`src/rtl/stopwatch_ctl_lap.sv`:
```
// Stopwatch control FSM with lap capture: drives the time counter controls and
// hands out lap slot indices for an external lap memory.
module stopwatch_ctl_lap #(
  parameter int LAP_DEPTH = 4,
  parameter int IDX_W     = 2,
  parameter int LAP_WRAP  = 0
) (
  input  logic             clk,
  input  logic             reset,
  input  logic             trig,
  input  logic             split,
  output logic             init_regs,
  output logic             count_enabled,
  output logic             split_hold,
  output logic             lap_wr_en,
  output logic [IDX_W-1:0] lap_wr_idx,
  output logic [IDX_W:0]   lap_count,
  output logic             lap_full
);

  localparam logic [IDX_W:0]   DEPTH_C = (IDX_W+1)'(LAP_DEPTH);
  localparam logic [IDX_W-1:0] LAST_C  = IDX_W'(LAP_DEPTH - 1);
  localparam logic             WRAP_C  = (LAP_WRAP != 0);

  typedef enum logic [1:0] {
    S_IDLE,
    S_COUNTING,
    S_PAUSED,
    S_SPLIT
  } state_t;

  state_t           r_state;
  logic [IDX_W-1:0] r_ptr;
  logic [IDX_W:0]   r_count;
  logic             r_full;
  logic             r_init;
  logic             r_en;
  logic             r_hold;
  logic             r_wr_en;
  logic [IDX_W-1:0] r_wr_idx;

  logic [IDX_W-1:0] w_ptr_next;
  logic [IDX_W:0]   w_count_inc;
  logic             w_can_capture;

  // Pointer wraps at the last slot even when the index space is larger.
  assign w_ptr_next    = (r_ptr == LAST_C) ? '0 : r_ptr + 1'b1;
  assign w_count_inc   = r_count + 1'b1;
  assign w_can_capture = !r_full || WRAP_C;

  always_ff @(posedge clk or posedge reset) begin
    if (reset) begin
      r_state  <= S_IDLE;
      r_ptr    <= '0;
      r_count  <= '0;
      r_full   <= 1'b0;
      r_init   <= 1'b1;
      r_en     <= 1'b0;
      r_hold   <= 1'b0;
      r_wr_en  <= 1'b0;
      r_wr_idx <= '0;
    end else begin
      r_wr_en <= 1'b0;
      unique case (r_state)
        S_IDLE: begin
          if (trig) begin
            r_state <= S_COUNTING;
            r_init  <= 1'b0;
            r_en    <= 1'b1;
            r_hold  <= 1'b0;
          end
        end
        S_COUNTING: begin
          // trig wins over a simultaneous split
          if (trig) begin
            r_state <= S_PAUSED;
            r_init  <= 1'b0;
            r_en    <= 1'b0;
            r_hold  <= 1'b0;
          end else if (split) begin
            r_state <= S_SPLIT;
            r_init  <= 1'b0;
            r_en    <= 1'b1;
            r_hold  <= 1'b1;
            if (w_can_capture) begin
              r_wr_en  <= 1'b1;
              r_wr_idx <= r_ptr;
              r_ptr    <= w_ptr_next;
              if (!r_full) begin
                r_count <= w_count_inc;
                r_full  <= (w_count_inc == DEPTH_C);
              end
            end
          end
        end
        S_SPLIT: begin
          if (trig) begin
            r_state <= S_PAUSED;
            r_init  <= 1'b0;
            r_en    <= 1'b0;
            r_hold  <= 1'b0;
          end else if (split) begin
            r_state <= S_COUNTING;
            r_init  <= 1'b0;
            r_en    <= 1'b1;
            r_hold  <= 1'b0;
          end
        end
        S_PAUSED: begin
          if (trig) begin
            r_state <= S_COUNTING;
            r_init  <= 1'b0;
            r_en    <= 1'b1;
            r_hold  <= 1'b0;
          end else if (split) begin
            // Clearing drops the lap bookkeeping but leaves lap_wr_idx as-is.
            r_state <= S_IDLE;
            r_init  <= 1'b1;
            r_en    <= 1'b0;
            r_hold  <= 1'b0;
            r_ptr   <= '0;
            r_count <= '0;
            r_full  <= 1'b0;
          end
        end
        default: begin
          r_state <= S_IDLE;
          r_init  <= 1'b1;
          r_en    <= 1'b0;
          r_hold  <= 1'b0;
        end
      endcase
    end
  end

  assign init_regs     = r_init;
  assign count_enabled = r_en;
  assign split_hold    = r_hold;
  assign lap_wr_en     = r_wr_en;
  assign lap_wr_idx    = r_wr_idx;
  assign lap_count     = r_count;
  assign lap_full      = r_full;

endmodule

```
`config.mk`:
```
export PLATFORM = sky130hd
export DESIGN_NAME = stopwatch_ctl_lap
export DESIGN_NICKNAME = d
export VERILOG_FILES = /design/src/rtl/stopwatch_ctl_lap.sv
export SDC_FILE = /design/constraint.sdc
export NUM_CORES = 1
export LEC_CHECK = 0
export CORE_MARGIN = 2
export CORE_UTILIZATION = 49
export DETAILED_ROUTE_END_ITERATION = 12
export PLACE_DENSITY_LB_ADDON = 0.15
export RECOVER_POWER = 100
export SKIP_LAST_GASP = 1
export SLEW_MARGIN = 40
export SYNTH_ARGS = -nofsm -noshare
export SYNTH_HDL_FRONTEND = slang
export SYNTH_SLANG_ARGS = --single-unit
```
`constraint.sdc`:
```
create_clock -name clk -period 1.8 [get_ports clk]
set_input_delay 0.36 -clock clk [delete_from_list [all_inputs] [get_ports clk]]
set_output_delay 0.36 -clock clk [all_outputs]
set_load 0.01 [all_outputs]
```
==> summary.txt <==
Yosys
  • Synth Instances: 64
  • Post-Synth XOR/XNOR Area: 0.02422
  • Syn Nets: 71
  • Compound-Gate Fraction of Synth Area: 0.1920
  • Avg Cell Area, Syn: 11.30 um^2
  • Main combinational cell family by area after synthesis: compound AO/OA/AOI/OAI gates
  • Mux share of post-synthesis cell area: 0.05536
  • Seq cells post-synth: 14
  • Netlist cell types: 30
  • Adder-cell share of the synthesized area: 0.05190
  • Yosys Warn Count: 0
  • Sequential-to-total area share from yosys stat: 0.4862
  • Synthesized cell area: 723.2 um^2
  • Synth Area in Simple Gates: 0.1453

STA
  • Least-Margin Pin Slew: 0.5264 ns
  • RSZ-0062 raised after global routing: false
  • Fin. max-slew vios: 0
  • Hold Violations, Final: 0
  • Period minus WS final: 1.706 ns
  • Final clock skew: 0.004749 ns
  • Fmax: 0.5861 GHz
  • Max_slew headroom: 0.6487
  • Setup TNS: 0 ns
  • Period utilization: 0.9479
  • Final setup viols: 0
  • Fin Hold WS: 0.5177 ns

Drt
  • DRT iter0 DRCs: 3
  • Wire per inst: 15.00 um
  • DRC viols: 0
  • Pre-antenna DRT Iters: 3
  • ANT nets after route: 0
  • Routed wire length: 1.440 mm
  • Vias per cell: 5.750
  • Via count: 552

Cells and area
  • Nets: 89
  • Area growth syn-to-layout: 23.88%
  • Antenna cells: 0
  • Share of cells above drive strength 1: 0.09877
  • Final cell count without fillers: 96

Die
  • Die area: 1799 um^2
  • Row Count: 13
  • Initial Utilization: 0.5422
  • I/O Pins: 14
  • Die Wd: 42.42 um
  • Area of the core: 1334 um^2
  • Vert. Die Dim: 42.42 um

Setup path
  • WP buf/inv: 1
  • Delay-heaviest family, CP: flip-flops
  • Critical path class: reg -> out
  • Worst setup SP type: register
  • Largest stage delay, worst path: 0.54 ns
  • Reg2reg setup slack: 0.37 ns
  • Element type at the critical path end: output port
  • Req. time, crit path: 1.44 ns
  • Max stage delay cell, worst path: dfstp_2
  • WP data arrival: 1.35 ns
  • Crit path max fanout: 2
  • Worst path cell trace: clkdlybuf4s50_1

Worst hold path
  • Min-Delay Path Class: reg -> reg

Placed design
  • Detailed Place HPWL: 1.020 mm
  • Placed Instances: 92
  • # port buffers: 13
  • Placer Congestion: 0.7252

Clock tree
  • Clock root cell: clkbuf_4
  • Setup Fix Bufs, Post-CTS: 0
  • Post_cts resized: 0
  • Clock transition at the registers of the reported paths: 0.09 ns
  • Clock Sinks: 14
  • Total CTS buffers: 3
  • # hold bufs at CTS: 0
  • Max clock buf depth: 2
  • CTS tree: yes
  • CTS HTree Levels: 1
  • Worst-skew pair later-pin latency: 0.28 ns

Run status
  • Run status: completed

Power
  • Power Density: 1578 nW/um^2
  • Worst vdd ir: 0.8030 mV
  • LEAKAGE: 0.3767 nW
  • Total power: 1.413 mW

Global routing
  • Total grt overflow: 0
  • Number of global-route vias before repair: 563
  • First-pass GRT wire length: 2.601 mm
  • Total track usage: 0.1953
  • Largest net degree at the start of global routing: 16
  • Initial antenna violation count: 0

Job
  • MaxCap Viol Count: 0
[Yosys cell counts (all sizes together)]
master / instances / share of area
dfrtp: 13 / 0.45
nor2: 1 / 0.0052
clkbuf: 1 / 0.0052
nand2b: 4 / 0.035
inv: 2 / 0.010
nand2: 1 / 0.0052
nor3: 1 / 0.0069
mux2: 2 / 0.042
o211ai: 1 / 0.010
a211oi: 3 / 0.031
nand3b: 1 / 0.010
mux2i: 1 / 0.014
o2bb2ai: 2 / 0.024
o21ai: 5 / 0.035
a22o: 2 / 0.024
xor2: 1 / 0.012
o311ai: 1 / 0.012
a21o: 1 / 0.010
ha: 3 / 0.052
and2b: 1 / 0.014
nor4b: 1 / 0.012
and4bb: 1 / 0.022
o21bai: 1 / 0.010
or2: 1 / 0.0087
a21oi: 5 / 0.035
xnor2: 1 / 0.012
nor2b: 3 / 0.026
buf: 3 / 0.029
dfstp: 1 / 0.036
[per-layer routing]
layer,global-route usage,routed length (um),up-vias
li1,-,-,267
met1,0.2575,718,271
met2,0.2831,649,10
met3,0.06466,46,4
met4,0.1000,25,0
met5,0,0,-
[cell families (layout without fill, tap and decap cells)]
group                    after synthesis  in the layout
AO/OA/AOI/OAI                         21             21
AND/OR/NAND/NOR                       15             15
flip-flops                            14             14
buffers and inverters                  6             23
adder cells (fa/ha/maj)                3              3
multiplexers                           3              3
XOR/XNOR                               2              2
[sequential cells by signal, indices dropped and copies added (netlist names)]
signal         count
split_hold         1
lap_wr_idx         2
r_state            2
count_enabled      1
lap_full           1
lap_wr_en          1
r_ptr              2
lap_count          3
init_regs          1
[where the power goes]
group,switching (mW),internal (mW)
logic,0.268,0.322
clock network,0.107,0.123
registers,0.147,0.447
[cells in the final DEF (no fill, tap or decap), drive strengths merged, types with 2 or more instances in the layout]
| cell | synthesis | final |
|---|---|---|
| a211oi | 3 | 3 |
| a21oi | 5 | 5 |
| a22o | 2 | 2 |
| buf | 3 | 2 |
| clkbuf | 1 | 6 |
| clkdlybuf4s50 | 0 | 2 |
| dfrtp | 13 | 13 |
| dlygate4sd3 | 0 | 11 |
| ha | 3 | 3 |
| inv | 2 | 2 |
| mux2 | 2 | 2 |
| nand2b | 4 | 4 |
| nor2b | 3 | 3 |
| o21ai | 5 | 5 |
| o2bb2ai | 2 | 2 |
[layout make-up]
class,instances,area (um^2)
inverters,2,7.507
flip-flops and latches,14,351.6
fillers,111,437.9
multi-input cells,44,329.1
well taps,15,18.77
clock buffers,4,36.28
repair buffers,17,152.6
[stage by stage]
stage,utilization,setup WS [ns],instance area [um^2]
floorplan,-,0.3930,723.2
global placement,0.6576,0.07817,877.1
detailed placement,0.6576,0.04370,877.1
CTS,0.6848,0.08586,913.4
global route,0.6717,0.04000,895.9
finish,0.6717,0.09384,895.9
[final timing paths]
| check | cells past startpoint | to | from |
|---|---|---|---|
| min in group asynchronous | 2 | r_ptr[0] | reset |
| min reg2reg | 1 | lap_wr_idx[0] | lap_wr_idx[0] |
| max reg2reg | 3 | lap_wr_idx[0] | lap_full |
| max | 1 | init_regs | init_regs |
| min | 1 | lap_wr_idx[0] | lap_wr_idx[0] |
| max in group asynchronous | 2 | init_regs | reset |
(Power assumes the default switching activity.)
